$ cat src/rtl/branch_resolve_unit.sv
// Branch condition evaluator with a 2-bit saturating predictor table and a saturating mispredict counter.
// One-cycle registered result; when the result is stalled, in_ready drops and out_* hold.
module branch_resolve_unit #(
  parameter int WIDTH = 32,
  parameter int IDX_W = 4,
  parameter int CNT_W = 16
) (
  input  logic             clk,
  input  logic             rst,
  input  logic             in_valid,
  output logic             in_ready,
  input  logic [WIDTH-1:0] in_a,
  input  logic [WIDTH-1:0] in_b,
  input  logic [3:0]       in_bf,
  input  logic [IDX_W-1:0] in_idx,
  input  logic             in_pred,
  output logic             out_valid,
  input  logic             out_ready,
  output logic             out_taken,
  output logic             out_is_branch,
  output logic             out_mispredict,
  input  logic [IDX_W-1:0] lookup_idx,
  output logic             lookup_taken,
  output logic [CNT_W-1:0] miss_count
);

  localparam int DEPTH = 1 << IDX_W;

  logic             out_valid_q, out_valid_d;
  logic             out_taken_q, out_taken_d;
  logic             out_is_branch_q, out_is_branch_d;
  logic             out_mispredict_q, out_mispredict_d;
  logic [CNT_W-1:0] miss_q, miss_d;
  logic [1:0]       cnt_q [DEPTH];
  logic [1:0]       cnt_d [DEPTH];

  logic sign, zero, eq, taken, is_branch, mispred, accept;

  always_comb begin
    sign      = in_a[WIDTH-1];
    zero      = (in_a == '0);
    eq        = (in_a == in_b);
    taken     = 1'b0;
    is_branch = 1'b1;
    case (in_bf)
      4'b0010:          taken = sign;
      4'b0011:          taken = ~sign;
      4'b1000, 4'b1001: taken = eq;
      4'b1010, 4'b1011: taken = ~eq;
      4'b1100, 4'b1101: taken = sign | zero;
      4'b1110, 4'b1111: taken = ~sign & ~zero;
      default:          is_branch = 1'b0;
    endcase
    mispred = is_branch & (taken != in_pred);
  end

  assign in_ready = ~out_valid_q | out_ready;
  assign accept   = in_valid & in_ready;

  always_comb begin
    out_valid_d      = out_valid_q;
    out_taken_d      = out_taken_q;
    out_is_branch_d  = out_is_branch_q;
    out_mispredict_d = out_mispredict_q;
    miss_d           = miss_q;
    cnt_d            = cnt_q;
    if (accept) begin
      out_valid_d      = 1'b1;
      out_taken_d      = taken;
      out_is_branch_d  = is_branch;
      out_mispredict_d = mispred;
      if (mispred && !(&miss_q)) begin
        miss_d = miss_q + CNT_W'(1);
      end
      if (is_branch) begin
        if (taken) begin
          if (cnt_q[in_idx] != 2'b11) cnt_d[in_idx] = cnt_q[in_idx] + 2'd1;
        end else begin
          if (cnt_q[in_idx] != 2'b00) cnt_d[in_idx] = cnt_q[in_idx] - 2'd1;
        end
      end
    end else if (out_ready) begin
      out_valid_d = 1'b0;
    end
  end

  always_ff @(posedge clk or posedge rst) begin
    if (rst) begin
      out_valid_q      <= 1'b0;
      out_taken_q      <= 1'b0;
      out_is_branch_q  <= 1'b0;
      out_mispredict_q <= 1'b0;
      miss_q           <= '0;
      for (int i = 0; i < DEPTH; i++) begin
        cnt_q[i] <= 2'b01;
      end
    end else begin
      out_valid_q      <= out_valid_d;
      out_taken_q      <= out_taken_d;
      out_is_branch_q  <= out_is_branch_d;
      out_mispredict_q <= out_mispredict_d;
      miss_q           <= miss_d;
      cnt_q            <= cnt_d;
    end
  end

  // Reads the registered array, so a same-cycle update is seen only from the next cycle.
  assign lookup_taken   = cnt_q[lookup_idx][1];
  assign out_valid      = out_valid_q;
  assign out_taken      = out_taken_q;
  assign out_is_branch  = out_is_branch_q;
  assign out_mispredict = out_mispredict_q;
  assign miss_count     = miss_q;

endmodule

$ cat config.mk
export PLATFORM = sky130hd
export DESIGN_NAME = branch_resolve_unit
export DESIGN_NICKNAME = d
export VERILOG_FILES = /design/src/rtl/branch_resolve_unit.sv
export SDC_FILE = /design/constraint.sdc
export NUM_CORES = 1
export LEC_CHECK = 0
export CELL_PAD_IN_SITES_DETAIL_PLACEMENT = 1
export CELL_PAD_IN_SITES_GLOBAL_PLACEMENT = 1
export CORE_UTILIZATION = 39
export CTS_CLUSTER_SIZE = 16
export DETAILED_ROUTE_END_ITERATION = 6
export GPL_TIMING_DRIVEN = 0
export PLACE_DENSITY_LB_ADDON = 0.1
export SLEW_MARGIN = 15
export SYNTH_ARGS = -nofsm -noshare
export SYNTH_HDL_FRONTEND = slang
export SYNTH_SLANG_ARGS = --single-unit
export TNS_END_PERCENT = 1
$ cat constraint.sdc
create_clock -name clk -period 8.9 [get_ports clk]
set_input_delay 1.78 -clock clk [delete_from_list [all_inputs] [get_ports clk]]
set_output_delay 1.78 -clock clk [all_outputs]
set_load 0.01 [all_outputs]
# Word-level counts from Yosys, hierarchy flattened
# Cells that the tools add are included.
dict set report op_classes {
  n_addsub 3
  order_cmp 3
  eq_ne 14
  mux 17
  bitwise_logic 11
  reduce_logical 15
}
# operator n
set op_table {}
lappend op_table {{two-way mux 32 bit} 3}
lappend op_table {{bitwise mux 32 bit} 2}
lappend op_table {{== test 32 bit} 1}
lappend op_table {{== test 4 bit (second input constant)} 8}
lappend op_table {{logical NOT 32 bit} 1}
lappend op_table {{adder 16 x 1 -> 16 bit (second input constant)} 1}
lappend op_table {{binary-select mux 2 bit (select 4 bit)} 2}
lappend op_table {{AND reduction 16 bit} 1}
lappend op_table {{>= comparator 5 bit (second input constant)} 2}
lappend op_table {{two-way mux 2 bit} 5}
lappend op_table {{NOT 4 -> 5 bit} 2}
lappend op_table {{OR reduction 10 bit} 1}
lappend op_table {{demux 2 bit (select 4 bit)} 1}
lappend op_table {{== test 4 x 2 -> 1 bit (second input constant)} 2}
lappend op_table {{OR reduction 2 bit} 4}
lappend op_table {{one-hot mux 1 bit (6 select lines)} 1}
lappend op_table {{nonzero test 2 bit} 3}
lappend op_table {{< comparator 5 x 1 -> 1 bit (second input constant)} 1}
lappend op_table {{NOT 1 bit} 4}
lappend op_table {{AND reduction 4 bit} 1}
lappend op_table {{AND 1 bit} 3}
lappend op_table {{two-way mux 1 bit} 3}
lappend op_table {{adder 2 x 1 -> 2 bit (second input constant)} 1}
lappend op_table {{logical AND 1 bit} 2}
lappend op_table {{other kinds (7)} 8}
dict set report word_totals {
  ff_bits 52
  input_bits 81
  output_inout_bits 22
  elab_cells 84
}

# Depth between registers and ports, before layout
# Gate-level depths: netlist of the first run.
dict set report logic_depth {
  depth_word 8
  mapped_depth 14
  mapped_depth_nobuf 11
}

# Worst setup path before layout of the first run
# No wires, ideal clock.
dict set report synth_path {
  path_type {input port to flip-flop}
  from {in in_idx[1]}
  to {reg cnt_q[23] in the netlist's numbering}
  setup_ps 128
  arrival_time_ps 4550
  required_ps 8772
  path_slack_ps 4223
  stages 13
  path_buffers 3
  cell_sequence {clkbuf_1 mux4_2 mux2_2 o21ai_1 clkbuf_1 inv_1 ha_1 nand2_1 mux2i_1 a221oi_4 buf_6 nand4_1 mux2_1}
}
dict set report synth_via {
  elab_chain_len 8
  word_cells_on_any_way 21
  classes_between {add/sub (2); order compare (2); eq/ne (2); mux (10); bitwise (1); reduce/logical (4)}
}
# item line
set synth_lines {}
lappend synth_lines {{start, declared} 15} ;# input logic [IDX_W-1:0] in_idx,
lappend synth_lines {{NOT 4 -> 5 bit (not written as such) *} {77, 79}}
lappend synth_lines {{binary-select mux 2 bit (select 4 bit), or another cell as far along} {77, 79}}
lappend synth_lines {{two-way mux 2 bit (not written as such) or logical AND 1 bit (tied branches)} {77, 79}}
lappend synth_lines {{two-way mux 2 bit (not written as such)} {77, 79}}
lappend synth_lines {{subtractor 2 x 1 -> 2 bit, or another cell as far along} 79} ;# if (cnt_q[in_idx] != 2'b00) cnt_d[in_idx] = cnt_q[in_idx] - 2'd1;
lappend synth_lines {{bitwise mux 32 bit, on equally long branches} {79, 77}}
lappend synth_lines {{two-way mux 32 bit, on equally long branches} {79, 77}}
lappend synth_lines {{two-way mux 32 bit} 76} ;# if (taken) begin
lappend synth_lines {{end signal, assigned} 103} ;# cnt_q <= cnt_d;
lappend synth_lines {{end, declared} 34} ;# logic [1:0] cnt_q [DEPTH];
# Every way passes the cells marked *; elsewhere a longest branch is shown, timed or not. The select of a mux whose other input is x is not followed.
# A chain may end at the register's enable or synchronous reset.

# Worst setup path after layout of the first run
dict set report layout_path {
  from {in in_idx[1]}
  to {reg cnt_q[3] in the netlist's numbering}
}
# The elaborated chain is that of the path after synthesis.

==> metrics.md, run 1 <==
| Metric | Value |
|---|---|
| First-pass GRT wire length | `15300 µm` |
| Core footprint | `0.00789 mm²` |
| Synth cell types | `39` |
| Non-filler cells, final | `492` |
| CP startpoint kind | `primary input` |
| CP max FO | `10` |
| CTS tree | `yes` |
| Cell area after synthesis | `0.00325 mm²` |
| Top cell type's share of synthesized area | `27.7%` |
| Largest net degree at the start of global routing | `31` |
| Largest area contributor in the netlist | `dfrtp_1` |
| Skew final | `0.00799 ns` |
| GRT met2 Usage | `40.6%` |
| Die area | `0.00870 mm²` |
| Largest cells by area after synthesis | `dfrtp_1 28%, dfstp_2 13%, mux4_2 9.7%, xnor2_1 9.4%, mux2_2 6.2%` |
| Most frequent cells after synthesis | `36 x dfrtp_1, 35 x xnor2_1, 23 x nand4_1` |
| Sequential area share after synthesis | `40.7%` |
| Slew Viols, Final | `0` |
| Critical path's slowest cell | `clkdlybuf4s50_1` |
| Dpl cells | `484` |
| Nature of the critical path endpoint | `flip-flop` |
| CTS Buf Count | `5` |
| R2R depth | `12` |
| Initial DRT Pass Iterations | `4` |
| Setup violations, final | `0` |
| Hold Crit Class | `reg -> reg` |
| Reg clk slew, reported paths | `0.09 ns` |
| Layout cells sized above 1 | `17.7%` |
| CTS max path bufs | `2` |
| Clock Sinks | `52` |
| Hold Path End | `miss_count[7]` |
| Most used cell, CP | `clkbuf_1` |
| # IOs | `103` |
| Static Leak | `1.82 nW` |
| Synth Area per Inst | `11.6 µm²` |
| Worst R2R Setup Slack | `5.09 ns` |
| Met1 usage | `30.5%` |
| DRC viols | `0` |
| Die X | `93.3 µm` |
| Grt total ovfl | `0` |
| Post-synth EDFFs | `0` |
| Clk_lat worst skew | `0.30 ns` |
| Number of global-route vias before repair | `2917` |
| Post-DR vias/cell | `5.41` |
| Initial antenna violation count | `0` |
| Total Routing Usage GR | `23.0%` |
| WL final | `9300 µm` |
| Syn. warnings | `0` |
| Number of cell rows | `32` |
| Setup TNS | `0 ns` |
| Worst Path Required | `9.09 ns` |
| Post-layout minimum cycle time | `5.82 ns` |
| WP depth | `14` |
| Highest Clock Rate | `0.172 GHz` |
| Worst Hold Depth | `1` |
| Final #Nets | `473` |
| WP buf/inv | `5` |
| Root Driver | `clkbuf_8` |
| Vias | `2662` |
| DP HPWL | `7610 µm` |
| Period utilisation layout | `65.4%` |
| Worst Tran Pin Value | `0.659 ns` |
| Htree depth | `2` |
| Post-CTS Setup Bufs | `0` |
| P&R area growth vs syn | `38.8%` |
| Routed Antenna Nets | `0` |
| Post-synth ARST share | `100%` |
| Routed WL per cell | `18.9 µm` |
| Critical Path AT | `6.01 ns` |
| Syn_nets | `364` |
| Run status | `finished clean` |
| Most common cell in the netlist | `dfrtp_1` |
| Max-Cap Viols | `0` |
| Die height | `93.3 µm` |
| RSZ-0062 raised after global routing | `false` |
| Busiest grt layer | `met2` |
| Worst vdd ir | `0.114 mV` |
| Met3 usage in global routing | `3.01%` |
| Kind of critical path | `in -> reg` |
| Crit path max-delay family | `buffers and inverters` |
| Crit path cell chain | `clkdlybuf4s50_1 -> clkbuf_1 -> mux4_2 -> mux2_2 -> o21ai_1 -> clkbuf_1 -> inv_1 -> ha_1 -> nand2_1 -> mux2i_1 -> a221oi_4 -> buf_6 -> nand4_1 -> mux2_1` |
| Worst R2R End | `cnt_q[3]` |
| Most used DFF post-synth | `dfrtp_1` |
| PD cells | `170 mW/mm²` |
| Ant. Diodes | `0` |
| Fillers | `852` |
| Number of port buffers | `101` |
| Largest stage delay, worst path | `0.56 ns` |
| Resized Gates After CTS | `0` |
| Slew margin rel. | `55.8%` |
| Worst Hold Launch | `miss_count[7]` |
| DRT iter0 DRCs | `70` |
| Synthesized flop and latch total | `52` |
| Initial Utilization | `41.2%` |
| Placer Congestion | `0.833` |
| Hold buffers post-CTS | `0` |
| Final hold violation count | `0` |
| Cell count after synthesis | `280` |
-- power by group --
| part | internal [mW] | total (mW) | leakage, nW | switching (mW) |
|---|---|---|---|---|
| Combinational | 0.156 | 0.275 | 1.14 | 0.119 |
| Sequential | 0.305 | 0.348 | 0.634 | 0.0430 |
| Clock | 0.0634 | 0.142 | 0.0445 | 0.0783 |
| Total | 0.525 | 0.765 | 1.82 | 0.240 |
-- worst reg2reg max path, delay by kind of cell, from the launching register on --
kind            cells  cell delay, ns
mux                 4            1.25
compound gates      2            0.80
buf+inv             3            0.75
flops               1            0.38
simple gates        2            0.26
fa+ha+maj           1            0.25
-- metrics by stage --
stage          worst slack, ns  hold WS, ns  total power [mW]  util, %  instance area (µm²)
5_1_grt                   2.79        0.519             0.810     57.2                 4510
3_3_place_gp              2.91        0.462             0.612     55.6                 4390
3_5_place_dp              2.78        0.471             0.628     56.0                 4420
2_1_floorplan             4.22        0.476             0.503        -                 3250
4_1_cts                   3.10        0.494             0.771     57.2                 4510
6_report                  3.08        0.494             0.765     57.2                 4510
-- worst max-delay path by stage --
stage | from | to | slack [ns]
after floorplan | in_idx[1] | cnt_q[23] | 4.22
after global placement | in_idx[1] | cnt_q[3] | 2.91
final | in_idx[1] | cnt_q[3] | 3.08
after CTS | in_idx[1] | cnt_q[3] | 3.10
after detailed placement | in_idx[1] | cnt_q[3] | 2.78
after global routing | in_idx[1] | cnt_q[3] | 2.79
-- cell usage in the layout, fill, tap and decap left out, types with 2 or more instances in the layout --
| cell | netlist | routed |
|---|---|---|
| dfrtp_1 | 36 | 36 |
| nor2_1 | 15 | 15 |
| and4_1 | 3 | 3 |
| xor2_1 | 14 | 14 |
| mux2_1 | 17 | 17 |
| dfstp_2 | 16 | 16 |
| buf_2 | 3 | 3 |
| ha_1 | 3 | 3 |
| mux4_2 | 14 | 14 |
| inv_1 | 6 | 5 |
| clkbuf_1 | 4 | 5 |
| xnor2_1 | 35 | 35 |
| nor3_1 | 2 | 2 |
| and2_1 | 2 | 2 |
| mux2_2 | 18 | 18 |
| mux2i_1 | 3 | 3 |
| and3_1 | 5 | 5 |
| nand2_1 | 11 | 11 |
| nor4_1 | 10 | 10 |
| nand3_1 | 13 | 13 |
| nand4_1 | 23 | 23 |
| clkbuf_8 | 0 | 6 |
| clkdlybuf4s50_1 | 0 | 101 |
| a21oi_1 | 2 | 2 |
| nand2b_1 | 3 | 3 |
| nor4_2 | 2 | 2 |
| nor2b_1 | 5 | 5 |
| o21ai_0 | 2 | 2 |
-- per-layer routing --
metal / routed length (µm) / vias to the layer above / part of all wire [%]
met1: 4130 / 1329 / 44
met2: 4690 / 74 / 50
met4: 95 / 0 / 1.0
met3: 392 / 9 / 4.2
met5: 0 / - / 0
li1: - / 1250 / -
-- cell families after synthesis --
family	Yosys count	share of synthesized area, %
simple gates	99	17.5
flops	52	40.7
mux	52	22.8
compound gates	11	2.77
xor+xnor	49	13.2
fa+ha+maj	3	1.16
buf+inv	14	1.96
-- cell type report --
| class | count | area, µm² | share of cell area [%] |
|---|---|---|---|
| Buffer | 8 | 41.3 | 0.916 |
| Clock buffer | 7 | 86.3 | 1.91 |
| Clock inverter | 1 | 7.51 | 0.166 |
| Inverter | 6 | 22.5 | 0.499 |
| Multi-Input combinational cell | 214 | 1860 | 41.3 |
| Sequential cell | 52 | 1320 | 29.3 |
| Tap cell | 102 | 128 | 2.83 |
| Timing Repair Buffer | 102 | 1040 | 23.0 |
No activity file was read; power rests on OpenSTA's default activity.
==> inputs of run 2 (changes only) <==
- CORE_UTILIZATION: 39 -> 36
- clock period: 8.9 -> 5.7 ns (I/O delays scaled with it)
==> metrics.md, run 2 (synthesis results as in run 1) <==
| Metric | Value |
|---|---|
| Period utilisation layout | `90.1%` |
| Setup violations, final | `0 (unchanged)` |
| Routed Antenna Nets | `0 (unchanged)` |
| CTS Buf Count | `5 (unchanged)` |
| Worst vdd ir | `0.139 mV (was 0.114 mV)` |
| Initial Utilization | `37.3% (was 41.2%)` |
| CP max FO | `10 (unchanged)` |
| DRT iter0 DRCs | `57 (was 70)` |
| Hold Crit Class | `reg -> reg (unchanged)` |
| Critical Path AT | `5.33 ns (was 6.01 ns)` |
| CTS tree | `yes (unchanged)` |
| Resized Gates After CTS | `0 (unchanged)` |
| Critical path's slowest cell | `clkdlybuf4s50_1 (unchanged)` |
| Final hold violation count | `0 (unchanged)` |
| Placer Congestion | `0.780 (was 0.833)` |
| Hold buffers post-CTS | `0 (unchanged)` |
| Setup TNS | `0 ns (unchanged)` |
| Number of cell rows | `34 (was 32)` |
| Nature of the critical path endpoint | `flip-flop (unchanged)` |
| Largest net degree at the start of global routing | `34 (was 31)` |
| Worst Tran Pin Value | `0.636 ns (was 0.659 ns)` |
| Htree depth | `2 (unchanged)` |
| Commonest non-fill, non-tap cell in the layout | `clkdlybuf4s50_1 (unchanged)` |
| Routed WL per cell | `19.4 µm (was 18.9 µm)` |
| Die area | `0.00941 mm² (was 0.00870 mm²)` |
| Hold Path End | `out_is_branch (was miss_count[7])` |
| Largest stage delay, worst path | `0.56 ns (about the same)` |
| RSZ-0062 raised after global routing | `false (unchanged)` |
| Worst R2R End | `cnt_q[3] (unchanged)` |
| DP HPWL | `7940 µm (was 7610 µm)` |
| Slew margin rel. | `57.6% (was 55.8%)` |
| Clock Sinks | `52 (unchanged)` |
| Highest Clock Rate | `0.195 GHz` |
| Reg clk slew, reported paths | `0.11 ns (was 0.09 ns)` |
| Root Driver | `clkbuf_8 (unchanged)` |
| Run status | `finished clean (unchanged)` |
| Max-Cap Viols | `0 (unchanged)` |
| Switching share of power | `32.0% (was 31.4%)` |
| Internal Power | `0.808 mW (was 0.525 mW)` |
| CTS max path bufs | `2 (unchanged)` |
| Post-DR vias/cell | `5.33 (was 5.41)` |
| WL final | `9660 µm (was 9300 µm)` |
| Worst Hold Launch | `out_is_branch (was miss_count[7])` |
| Min Hold Slack | `0.489 ns (was 0.494 ns)` |
| Number of global-route vias before repair | `2910 (was 2917)` |
| Most frequent cells in the layout | `101 x clkdlybuf4s50_1, 36 x dfrtp_1, 35 x xnor2_1 (unchanged)` |
| Non-filler cells, final | `498 (was 492)` |
| Clk network pwr share | `18.5% (about the same)` |
| Core footprint | `0.00872 mm² (was 0.00789 mm²)` |
| Post-CTS Setup Bufs | `0 (unchanged)` |
| P&R area growth vs syn | `38.7% (was 38.8%)` |
| Die height | `97.0 µm (was 93.3 µm)` |
| Most used cell, CP | `clkbuf_1 (unchanged)` |
| Skew final | `0.0153 ns (was 0.00799 ns)` |
| Number of port buffers | `101 (unchanged)` |
| Worst R2R Setup Slack | `2.01 ns (was 5.09 ns)` |
| Kind of critical path | `in -> reg (unchanged)` |
| Slew Viols, Final | `0 (unchanged)` |
| Setup ws final | `0.564 ns (was 3.08 ns)` |
| Die X | `97.0 µm (was 93.3 µm)` |
| Total Routing Usage GR | `21.7% (was 23.0%)` |
| Static Leak | `1.82 nW (about the same)` |
| Initial DRT Pass Iterations | `4 (unchanged)` |
| Vias | `2655 (was 2662)` |
| Sequential power share | `45.6% (was 45.5%)` |
| Dpl cells | `490 (was 484)` |
| Final Power | `1.19 mW (was 0.765 mW)` |
| Worst Hold Depth | `1 (unchanged)` |
| Grt total ovfl | `0 (unchanged)` |
| DRC viols | `0 (unchanged)` |
| Combinational share of power | `35.9% (about the same)` |
| # IOs | `103 (unchanged)` |
| Final #Nets | `473 (unchanged)` |
| Post-layout minimum cycle time | `5.14 ns` |
| Placement Setup Slack | `0.247 ns (was 2.78 ns)` |
| Crit path cell chain | `clkdlybuf4s50_1 -> clkbuf_1 -> mux4_2 -> mux2_2 -> o21ai_1 -> clkbuf_1 -> inv_1 -> ha_1 -> nand2_1 -> mux2i_1 -> a221oi_4 -> buf_6 -> nand4_1 -> mux2_1 (unchanged)` |
| Initial antenna violation count | `0 (unchanged)` |
| R2R depth | `12 (unchanged)` |
| Layout cells sized above 1 | `17.9% (was 17.7%)` |
| First-pass GRT wire length | `16000 µm (was 15300 µm)` |
| Worst Path Required | `5.89 ns (was 9.09 ns)` |
| PD cells | `264 mW/mm² (was 170 mW/mm²)` |
| Switching power | `0.381 mW (was 0.240 mW)` |
| Ant. Diodes | `0 (unchanged)` |
| CP startpoint kind | `primary input (unchanged)` |
| Clk_lat worst skew | `0.31 ns (was 0.30 ns)` |
==> run 2: changes by cell type in the layout (fill, tap and decap cells not counted), sizes merged <==
cell      delta
clkinv       +2
clkinvlp     -1
inv          +1
clkbuf       -2
==> run 2: worst max-delay path by stage <==
stage                    from         to  slack (ns)  cells past startpoint
finish              in_idx[1]   cnt_q[3]        0.56                     14
global route        in_idx[1]   cnt_q[3]        0.25                     14
CTS                 in_idx[1]   cnt_q[3]        0.58                     14
detailed placement  in_idx[1]   cnt_q[3]        0.25                     14
global placement    in_idx[1]   cnt_q[3]        0.31                     14
floorplan           in_idx[1]  cnt_q[23]        1.66                     13
==> run 2: power by group through the flow <==
stage	clock network, mW	registers [mW]	logic, mW
2_1_floorplan	0	0.537	0.249
3_3_place_gp	0	0.544	0.414
3_5_place_dp	0	0.550	0.429
4_1_cts	0.228	0.543	0.432
5_1_grt	0.241	0.557	0.467
6_report	0.220	0.542	0.426
==> run 2: worst max-delay path: cells and delay by family <==
family / cells / cell delay (ns)
AND/OR/NAND/NOR: 2 / 0.25
adder cells (fa/ha/maj): 1 / 0.25
buffers and inverters: 5 / 1.76
AO/OA/AOI/OAI: 2 / 0.79
multiplexers: 4 / 1.12
==> run 2: through the flow <==
stage	utilization (%)	cell area [µm²]
2_1_floorplan	-	3250
3_3_place_gp	50.4	4400
3_5_place_dp	50.6	4420
4_1_cts	51.7	4510
5_1_grt	51.7	4510
6_report	51.7	4510
==> run 2: cell type report <==
| type | count | area [µm²] |
|---|---|---|
| clock buffer | 5 | 68.8 |
| clock inverter | 3 | 22.5 |
| tap | 108 | 135 |
| sequential | 52 | 1320 |
| multi-input combinational | 214 | 1860 |
| timing repair buffer | 102 | 1030 |
| buffer | 8 | 41.3 |
| fill | 966 | 4210 |
| inverter | 6 | 22.5 |
==> run 2: per-layer routing <==
metal	global-route usage [%]	part of all wire [%]	wire length (µm)	vias to the layer above
met5	0	0	0	-
met4	4.82	1.6	155	0
met3	4.12	4.7	457	12
met2	36.8	51	4880	76
met1	28.6	43	4160	1311
li1	-	-	-	1256
